$ cat src/rtl/boot_seq_pkg.sv
// Shared types and constants for the boot reset sequencer: FSM states, reset-cause
// codes and the reset-vector alignment mask.
package boot_seq_pkg;

  typedef enum logic [1:0] {
    StHold      = 2'd0,
    StWaitLock  = 2'd1,
    StPeriphRel = 2'd2,
    StRun       = 2'd3
  } seq_state_e;

  localparam logic [1:0] CAUSE_EXT  = 2'b00;
  localparam logic [1:0] CAUSE_WDT  = 2'b01;
  localparam logic [1:0] CAUSE_SW   = 2'b10;
  localparam logic [1:0] CAUSE_LOCK = 2'b11;

  localparam logic [31:0] VEC_ALIGN_MASK = 32'hFFFF_FFFE;

  // Lock loss outranks watchdog, which outranks software.
  function automatic logic [1:0] cause_sel(input logic lock_lost, input logic wdt,
                                           input logic sw);
    if (lock_lost) return CAUSE_LOCK;
    else if (wdt)  return CAUSE_WDT;
    else if (sw)   return CAUSE_SW;
    else           return CAUSE_EXT;
  endfunction

endpackage

$ cat src/rtl/boot_reset_sequencer.sv
// Staged SoC reset release on clk12: stretch, PLL-lock qualify, peripheral then CPU release.
// Optional macro TRIM_LOCK_EN: sample the trim reset vector only on the first boot after reset.
module boot_reset_sequencer
  import boot_seq_pkg::*;
#(
  parameter int unsigned RST_STRETCH    = 16,
  parameter int unsigned LOCK_STABLE    = 8,
  parameter int unsigned PERIPH_TO_CPU  = 4,
  parameter logic [31:0] DEFAULT_VECTOR = 32'h6000_0000,
  parameter int unsigned CNT_W          = 8
) (
  input  logic        clk12,
  input  logic        reset,
  input  logic [31:0] trimming_reset,
  input  logic        trimming_reset_ena,
  input  logic        pll_locked,
  input  logic        wdt_reset_req,
  input  logic        sw_reset_req,
  output logic        periph_rst,
  output logic        cpu_rst,
  output logic [31:0] cpu_reset_vector,
  output logic [1:0]  reset_cause,
  output logic        seq_done
);

  localparam logic [CNT_W-1:0] HoldLast   = CNT_W'(RST_STRETCH - 1);
  localparam logic [CNT_W-1:0] LockLast   = CNT_W'(LOCK_STABLE - 1);
  localparam logic [CNT_W-1:0] PeriphLast = CNT_W'(PERIPH_TO_CPU - 1);

  seq_state_e       state_q;
  logic [CNT_W-1:0] cnt_q;
  logic             periph_rst_q, cpu_rst_q, seq_done_q;
  logic [31:0]      vector_q;
  logic [1:0]       cause_q;
  logic             reentry;
  logic             vec_load_en;
  logic [31:0]      vec_sel;

  assign reentry = !pll_locked || wdt_reset_req || sw_reset_req;
  assign vec_sel = (trimming_reset_ena ? trimming_reset : DEFAULT_VECTOR) & VEC_ALIGN_MASK;

`ifdef TRIM_LOCK_EN
  logic trim_taken_q;
  assign vec_load_en = !trim_taken_q;

  always_ff @(posedge clk12) begin
    if (reset) begin
      trim_taken_q <= 1'b0;
    end else if (state_q == StWaitLock && pll_locked && cnt_q == LockLast) begin
      trim_taken_q <= 1'b1;
    end
  end
`else
  assign vec_load_en = 1'b1;
`endif

  always_ff @(posedge clk12) begin
    if (reset) begin
      state_q      <= StHold;
      cnt_q        <= '0;
      periph_rst_q <= 1'b1;
      cpu_rst_q    <= 1'b1;
      seq_done_q   <= 1'b0;
      vector_q     <= DEFAULT_VECTOR;
      cause_q      <= CAUSE_EXT;
    end else begin
      unique case (state_q)
        StHold: begin
          if (cnt_q == HoldLast) begin
            state_q <= StWaitLock;
            cnt_q   <= '0;
          end else begin
            cnt_q <= cnt_q + 1'b1;
          end
        end
        StWaitLock: begin
          // Any lock drop restarts qualification; there is deliberately no timeout.
          if (!pll_locked) begin
            cnt_q <= '0;
          end else if (cnt_q == LockLast) begin
            state_q      <= StPeriphRel;
            cnt_q        <= '0;
            periph_rst_q <= 1'b0;
            if (vec_load_en) vector_q <= vec_sel;
          end else begin
            cnt_q <= cnt_q + 1'b1;
          end
        end
        StPeriphRel, StRun: begin
          if (reentry) begin
            cause_q      <= cause_sel(!pll_locked, wdt_reset_req, sw_reset_req);
            state_q      <= StHold;
            cnt_q        <= '0;
            periph_rst_q <= 1'b1;
            cpu_rst_q    <= 1'b1;
            seq_done_q   <= 1'b0;
          end else if (state_q == StPeriphRel) begin
            if (cnt_q == PeriphLast) begin
              state_q    <= StRun;
              cnt_q      <= '0;
              cpu_rst_q  <= 1'b0;
              seq_done_q <= 1'b1;
            end else begin
              cnt_q <= cnt_q + 1'b1;
            end
          end
        end
        default: state_q <= StHold;
      endcase
    end
  end

  assign periph_rst       = periph_rst_q;
  assign cpu_rst          = cpu_rst_q;
  assign seq_done         = seq_done_q;
  assign cpu_reset_vector = vector_q;
  assign reset_cause      = cause_q;

endmodule
$ cat config.mk
export PLATFORM = sky130hd
export DESIGN_NAME = boot_reset_sequencer
export DESIGN_NICKNAME = d
export VERILOG_FILES = /design/src/rtl/boot_seq_pkg.sv /design/src/rtl/boot_reset_sequencer.sv
export SDC_FILE = /design/constraint.sdc
export NUM_CORES = 1
export LEC_CHECK = 0
export BUFFER_PORTS_ARGS = -buffer_cell sky130_fd_sc_hd__clkbuf_2
export CORE_UTILIZATION = 38
export CTS_BUF_LIST = sky130_fd_sc_hd__clkbuf_8
export CTS_CLUSTER_DIAMETER = 120
export DETAILED_ROUTE_END_ITERATION = 16
export GPL_TIMING_DRIVEN = 1
export SYNTH_ARGS = -nofsm -noshare
export SYNTH_HDL_FRONTEND = slang
export SYNTH_SLANG_ARGS = --single-unit
$ cat constraint.sdc
create_clock -name clk12 -period 2.5 [get_ports clk12]
set_input_delay 0.25 -clock clk12 [delete_from_list [all_inputs] [get_ports clk12]]
set_output_delay 0.25 -clock clk12 [all_outputs]
set_load 0.1 [all_outputs]
==> results of run 1 <==
[report_power, final]
group	internal (W)	leakage, nW	switching [W]
registers	0.000736	0.371	0.00000710
clock network	0.000291	0.0607	0.000232
logic	0.0000325	0.571	0.0000469
[path summary, 6_finish.rpt]
path                                      from                                end  slack [ps]  cells past startpoint
min                              wdt_reset_req        reset_cause[1]$_SDFFE_PP0P_         190                      2
min reg2reg  cpu_reset_vector[31]$_SDFFE_PP0P_  cpu_reset_vector[31]$_SDFFE_PP0P_         450                      2
max reg2reg              cnt_q[0]$_SDFFE_PP0N_  cpu_reset_vector[30]$_SDFFE_PP1P_         270                      7
max                      cnt_q[0]$_SDFFE_PP0N_  cpu_reset_vector[30]$_SDFFE_PP1P_         270                      7
[cells in the final DEF, fill, tap and decap left out, types with 2 or more instances in the layout]
master    synthesis  layout
a211oi_1          2       2
dfxtp_1          46      46
nor3b_2           2       2
a21oi_1          34      34
nor2_1            8       8
inv_1             4       6
nand2b_1          5       5
a31oi_1           5       5
nor3_1            4       4
and3_1            2       2
clkbuf_8          0       5
nand3_1          43      43
or4_1             2       2
buf_4             2       4
o21ai_0           3       3
nand2_1          47      47
o21bai_1          2       2
clkbuf_2          0      72
[flip-flops by register name (all words and copies together), names as in the netlist]
| signal | cells |
|---|---|
| reset_cause | 2 |
| cnt_q | 8 |
| cpu_rst | 1 |
| state_q | 2 |
| seq_done | 1 |
| periph_rst | 1 |
| cpu_reset_vector | 31 |
[routing by layer]
metal | GRT usage [%] | vias to the layer above
met4 | 5.769 | 0
met2 | 29.80 | 71
met3 | 4.065 | 5
met1 | 22.82 | 871
li1 | - | 985
met5 | 0 | -
[logic make-up after synthesis]
| logic type | count (synthesis) | share of synthesized area (%) |
|---|---|---|
| and+or+nand+nor | 122 | 30.59 |
| AOI/OAI and AO/OA | 52 | 15.01 |
| DFF | 46 | 46.61 |
| buffers and inverters | 25 | 6.522 |
| xor gates and xnor gates | 1 | 0.4434 |
| adders and majority gates | 1 | 0.6332 |
| other | 1 | 0.1898 |
[layout make-up]
cell class	count	area share, %
timing repair buffer	76	15.93
sequential	46	37.57
inverter	4	0.6126
clock inverter	3	1.531
clock buffer	5	2.808
tap	67	3.420
multi-input combinational	177	38.13
[metrics by stage]
| step | setup WS (ps) | cells | utilization [%] | total power [W] |
|---|---|---|---|---|
| 6_report | 273.1 | 378 | 50.55 | 0.001345 |
| 3_5_place_dp | 279.0 | 370 | 48.36 | 0.0008398 |
| 4_1_cts | 262.5 | 378 | 50.55 | 0.001366 |
| 3_3_place_gp | 307.7 | 370 | 48.36 | 0.0008392 |
| 2_1_floorplan | 469.7 | 248 | - | 0.0008011 |
| 5_1_grt | 147.0 | 378 | 50.55 | 0.001407 |
==> flow_metrics.tcl, run 1 <==
set metrics [dict create \
    status "completed" \
    dpl.hpwl_um 3200 \
    hold_ws_ps 190.0 \
    grt_pass1_wl_um 7596 \
    syn_avg_cell_area_um2 7.966 \
    synth_top_flop_cell "dfxtp_1" \
    avgViaCountPerCell 5.111 \
    critPathTopFamily "simple AND/OR/NAND/NOR gates" \
    hp-class "in2reg" \
    rows 25 \
    ys_ff_latch 46 \
    drive_above_1_share_pct 28.30 \
    pin_count 75 \
    peakVddDrop_uv 365.9 \
    fillCellCount 465 \
    rsz0062_at_grt "no" \
    max-cap-violations 0 \
    p_leak_nw 1.003 \
    via_count 1932 \
    dr_wl_met2_um 2196 \
    core_area_um2 4848 \
    powerDensity_nw_per_um2 548.8 \
    crit_slowest_cell "or4_1" \
    antenna_found_initial 0 \
    cts_root_buf "clkbuf_8" \
    wl_per_cell_um 12.57 \
    grt_max_degree 42 \
    synth_edf_count 0 \
    dr_wl_met3_um 321 \
    die_area_um2 5492 \
    yosysTopAreaCell "dfxtp_1" \
    grt_usage_pct 17.85 \
    crit_path_cell_trace "ha_1 -> nand2b_1 -> or2_4 -> or4_1 -> buf_4 -> nor3b_2 -> o21bai_1" \
    clock_skew_ps 3.945 \
    path_class "reg2reg" \
    cp_num_buf_inv 1 \
    critPathLaunchType "flip-flop" \
    multi_input_area_um2 934.6 \
    final-max-slew-violation-count 0 \
    initial_core_util_pct 40.75 \
    final_nets 349 \
    yosys-top-cells-count "47 x nand2_1, 46 x dfxtp_1, 43 x nand3_1" \
    area_delta_synth_final_pct 24.07 \
    endpoint_kind "flip-flop" \
    syn_nets 287 \
    totalWireLength_um 4752 \
    period_needed_ps 2227 \
    grt-ovfl-total 0 \
    cts_resized 0 \
    io_buffers 72 \
    setup_viol 0 \
    cts_setup_buffers 0 \
    synth_cell_types 37 \
    final.period_utilization_pct 89.08 \
    cp.required_ps 2680 \
    seq_area_um2 920.9 \
    insertion_delay_ps 290 \
    wl_met1_um 2192 \
    cts_buffers 5 \
    worst_pin_slew_ps 630.6 \
    dr.pass1.iters 4 \
    cts_tree "yes" \
    critPathMaxFanout 34 \
    topRoutingLayerUsed "met4" \
    cts.sink_count 46 \
    ys_warn_count 0 \
    drt-initial-drc-count 49 \
    yosysSeqAreaShare_pct 46.61 \
    fin_area_um2 2451 \
    finalHoldViolations 0 \
    antenna_left 0 \
    syn_inst 248 \
    die_h_um 74.11 \
    drc_errors 0 \
    ys_async_sr_fraction_pct 0 \
    holdBufCountCts 0 \
    place_area_um2 2345 \
    ys_top_cells_by_area "dfxtp_1 47%, nand3_1 11%, nand2_1 8.9%" \
    h-tree-depth 2 \
    slowest_delay_ps 500 \
    slew_headroom_pct 57.87 \
    fin_tns_setup_ps 0 \
    yosysTopAreaCellShare_pct 46.61 \
    clk_pin_slew_ps 80 \
    critPathArrivalTime_ps 2410 \
    fmax_ghz 0.4491 \
    clockBufferDepth 2 \
    die_w_um 74.11 \
    antenna_cells 0 \
    grt_pass1_vias 1698 \
    gp_congestion 0.7436 \
    syn-cell-area_um2 1976 \
    synth.most_common_cell "nand2_1" \
]
No activity file was read; power rests on OpenSTA's default activity.
==> inputs of run 2 (changes only) <==
==> constraint.sdc (replaced) <==
create_clock -name clk12 -period 2.5 [get_ports clk12]
set_input_delay 0.375 -clock clk12 [delete_from_list [all_inputs] [get_ports clk12]]
set_output_delay 0.375 -clock clk12 [all_outputs]
set_load 0.1 [all_outputs]
==> run 2 against run 1 <==
Combinational power shrank 2%. Non-clock buffer count grew 1. Die area is the same. Utilization shrank 0.26 points. Largest power group unchanged. Cell area shrank 0.51%. Critical path type unchanged.
==> flow_metrics.tcl, run 2 (same netlist as run 1, synthesis figures left out) <==
set metrics [dict create \
    h-tree-depth 2 \
    worst_pin_slew_ps 598.9 \
    drt-initial-drc-count 91 \
    core_area_um2 4848 \
    dr.pass1.iters 4 \
    insertion_delay_ps 290 \
    grt_pass1_vias 1597 \
    die_w_um 74.11 \
    path_class "reg2reg" \
    grt_pass1_wl_um 7093 \
    cts_setup_buffers 0 \
    initial_core_util_pct 40.75 \
    wl_per_cell_um 12.32 \
    power_w 0.001256 \
    die_h_um 74.11 \
    cts.sink_count 46 \
    most-common-layout-cells "72 x clkbuf_2, 47 x nand2_1, 46 x dfxtp_1" \
    hp-class "in2reg" \
    gp_congestion 0.7469 \
    dpl.hpwl_um 3141 \
    pin_count 75 \
    avgViaCountPerCell 4.987 \
    drive_above_1_share_pct 28.85 \
    drc_errors 0 \
    area_delta_synth_final_pct 23.43 \
    peakVddDrop_uv 323.5 \
    clock_skew_ps 5.589 \
    cp.required_ps 2690 \
    p_leak_nw 0.9953 \
    holdBufCountCts 0 \
    antenna_left 0 \
    timing.rr.start "cnt_q[0]$_SDFFE_PP0N_" \
    grt-ovfl-total 0 \
    io_buffers 72 \
    mostFrequentLayoutCell "clkbuf_2" \
    critPathLaunchType "flip-flop" \
    fin_tns_setup_ps 0 \
    slew_headroom_pct 59.99 \
    place_area_um2 2352 \
    status "completed" \
    powerDensity_nw_per_um2 515.2 \
    max-cap-violations 0 \
    grt_max_degree 42 \
    final_nets 350 \
    totalWireLength_um 4668 \
    via_count 1890 \
    final.period_utilization_pct 87.88 \
    critPathMaxFanout 17 \
    cts_root_buf "clkbuf_8" \
    critPathArrivalTime_ps 2380 \
    cts_buffers 5 \
    final-max-slew-violation-count 0 \
    setup_viol 0 \
    cts_resized 0 \
    cts_tree "yes" \
    placed_cells 371 \
    grt_usage_pct 16.71 \
    finalHoldViolations 0 \
    fin_area_um2 2439 \
    antenna_cells 0 \
    clk_pin_slew_ps 80 \
    clockBufferDepth 2 \
    hp-start "wdt_reset_req" \
    die_area_um2 5492 \
    stdcell_count 379 \
    rows 25 \
    fmax_ghz 0.4552 \
    cp-startpoint "cnt_q[0]$_SDFFE_PP0N_" \
    final_util_pct 50.30 \
    largest_reg_flops 31 \
    rsz0062_at_grt "no" \
    endpoint_kind "flip-flop" \
    period_needed_ps 2197 \
    antenna_found_initial 0 \
]
-- run 2: cell count changes in the layout (fill, tap and decap cells not counted) --
cell	delta
bufinv_16	-1
inv_1	-1
clkinv_2	+1
clkinv_4	+1
buf_4	+1
-- run 2: metrics by stage --
step / hold WS (ps) / setup slack (ps)
2_1_floorplan: 474.7 / 469.7
3_3_place_gp: 434.4 / 337.5
3_5_place_dp: 441.3 / 319.0
4_1_cts: 297.2 / 313.3
5_1_grt: 302.3 / 171.8
6_report: 311.2 / 303.0
-- run 2: worst paths after layout --
check                                 endpoint  slack, ps  cells past startpoint
max          cpu_reset_vector[30]$_SDFFE_PP1P_        300                      7
min                reset_cause[1]$_SDFFE_PP0P_        310                      2
max reg2reg  cpu_reset_vector[30]$_SDFFE_PP1P_        300                      7
min reg2reg            periph_rst$_SDFFE_PP1P_        450                      2
-- run 2: power breakdown --
part / internal [W] / switching (W)
registers: 0.000736 / 0.00000739
clock network: 0.000193 / 0.000241
logic: 0.0000324 / 0.0000458
total: 0.000962 / 0.000295
-- run 2: critical path, stage by stage, from the launching register on --
cell	delay, ps
dfxtp_1	430
ha_1	260
nand2b_1	120
or2_4	270
or4_1	520
buf_4	220
nor3b_2	190
o21bai_1	70
-- run 2: metal layers --
| layer | share of wire, % | track usage (%) |
|---|---|---|
| met3 | 5.7 | 3.659 |
| met1 | 47 | 20.80 |
| met2 | 46 | 27.88 |
| met5 | 0 | 0 |
| met4 | 1.2 | 7.051 |
-- run 2: area by class of cell --
class / instances / area, um^2
fill: 485 / 2410
clock buffer: 5 / 68.82
sequential: 46 / 920.9
clock inverter: 3 / 17.52
inverter: 4 / 15.01
timing repair buffer: 77 / 397.9
multi-input combinational: 177 / 934.6
tap: 67 / 83.83
==> inputs of run 3 (changes only) <==
Settings changed: REMOVE_ABC_BUFFERS set to 1.
==> run 3 against run 2 <==
Clock power shrank 3%. Total power shrank 0.95%. Worst setup slack lost 58 ps. Flip-flop and latch count is the same. Cell area grew 0.21%. Critical path depth shrank 1. Via count shrank 1.1%. Non-clock buffer count is the same. Largest power group unchanged.
==> flow_metrics.tcl, run 3 (same netlist as run 1, synthesis figures left out) <==
set metrics [dict create \
    status "completed" \
    rows 25 \
    antenna_cells 0 \
    final.period_utilization_pct 90.20 \
    holdBufCountCts 0 \
    power_w 0.001244 \
    io_buffers 72 \
    drive_above_1_share_pct 28.94 \
    cts.sink_count 46 \
    slew_headroom_pct 61.29 \
    drt-initial-drc-count 89 \
    die_area_um2 5492 \
    clock_skew_ps 8.558 \
    insertion_delay_ps 290 \
    dr_wl_met3_um 269 \
    grt_pass1_vias 1572 \
    core_area_um2 4848 \
    initial_core_util_pct 40.75 \
    place_area_um2 2365 \
    final_nets 350 \
    worst_pin_slew_ps 580.7 \
    critPathArrivalTime_ps 2440 \
    die_w_um 74.11 \
    cp.required_ps 2690 \
    hp-start "wdt_reset_req" \
    drc_errors 0 \
    critPathLaunchType "flip-flop" \
    rrSetupSlack_ps 250 \
    rr_worst_depth 6 \
    peakVddDrop_uv 237.5 \
    antenna_found_initial 0 \
    fmax_ghz 0.4435 \
    area_delta_synth_final_pct 23.69 \
    powerDensity_nw_per_um2 509.2 \
    max-cap-violations 0 \
    timing.rr.start "cnt_q[6]$_SDFFE_PP0N_" \
    period_needed_ps 2255 \
    wl_met1_um 2170 \
    fin_tns_setup_ps 0 \
    placed_cells 371 \
    fin_area_um2 2444 \
    clockBufferDepth 2 \
    mostFrequentLayoutCell "clkbuf_2" \
    p_leak_nw 0.9972 \
    path_class "reg2reg" \
    stdcell_count 378 \
    totalWireLength_um 4475 \
    largest_reg_flops 31 \
    grt_max_degree 42 \
    r2r-end "cpu_reset_vector[30]$_SDFFE_PP1P_" \
    worstHoldEndpoint "reset_cause[1]$_SDFFE_PP0P_" \
    cp-startpoint "cnt_q[6]$_SDFFE_PP0N_" \
    h-tree-depth 2 \
    antenna_left 0 \
    pin_count 75 \
    hold_ws_ps 311.5 \
    hp-class "in2reg" \
    cts_setup_buffers 0 \
    holdPathStages 2 \
    die_h_um 74.11 \
    dr_wl_met2_um 2007 \
    finalHoldViolations 0 \
    grt_pass1_wl_um 6969 \
    topRoutingLayerUsed "met4" \
    setup_viol 0 \
    grt_usage_pct 16.28 \
    grt-ovfl-total 0 \
    rsz0062_at_grt "no" \
    most-common-layout-cells "72 x clkbuf_2, 47 x nand2_1, 46 x dfxtp_1" \
    avgViaCountPerCell 4.947 \
    cts_buffers 5 \
    final-max-slew-violation-count 0 \
    critPathMaxFanout 32 \
    dpl.hpwl_um 3029 \
    cts_tree "yes" \
    cts_resized 0 \
    wl_per_cell_um 11.84 \
    via_count 1870 \
    gp_congestion 0.7949 \
    endpoint_kind "flip-flop" \
    clk_pin_slew_ps 80 \
    cts_root_buf "clkbuf_8" \
    dr.pass1.iters 4 \
]
[run 3: changes by cell type in the layout (fill, tap and decap cells not counted)]
cell | before | now
buf_12 | 0 | 1
buf_4 | 5 | 4
clkinv_2 | 1 | 2
clkinv_4 | 1 | 0
inv_1 | 5 | 4
[run 3: area by class of cell]
class	instances	area, um^2
inverters	4	15.01
fillers	497	2405
multi-input cells	177	934.6
flip-flops and latches	46	920.9
repair buffers	77	410.4
clock inverters	2	10.01
well taps	67	83.83
clock buffers	5	68.82
[run 3: how the worst max path moves through the flow]
stage	cells after the start	to	slack (ps)
after floorplan	5	cpu_reset_vector[10]$_SDFFE_PP0P_	-260
after global placement	6	cpu_reset_vector[30]$_SDFFE_PP1P_	260
after detailed placement	6	cpu_reset_vector[30]$_SDFFE_PP1P_	250
after CTS	6	cpu_reset_vector[30]$_SDFFE_PP1P_	250
after global routing	7	cpu_reset_vector[29]$_SDFFE_PP1P_	150
final	6	cpu_reset_vector[30]$_SDFFE_PP1P_	250
[run 3: worst max-delay path, stage by stage, from the launching register on]
cell and delay (ps):
dfxtp_1 360, or3_4 410, or2_4 290, or4_1 620, buf_12 220, nor3b_2 170, o21bai_1 70
[run 3: through the flow]
step | worst slack (ps) | util (%)
finish | 245.1 | 50.40
global route | 146.0 | 50.40
CTS | 246.4 | 50.40
detailed placement | 247.5 | 48.77
global placement | 255.5 | 48.77
floorplan | -263.0 | -
[run 3: metal layers]
layer,track usage [%],vias up
met5,0,-
met4,4.915,0
met3,4.607,4
met2,27.27,58
met1,20.32,829
li1,-,979
[run 3: report_power, final]
part	switching [W]	internal [W]
clock	0.000234	0.000188
combinational	0.0000472	0.0000338
sequential	0.00000593	0.000736
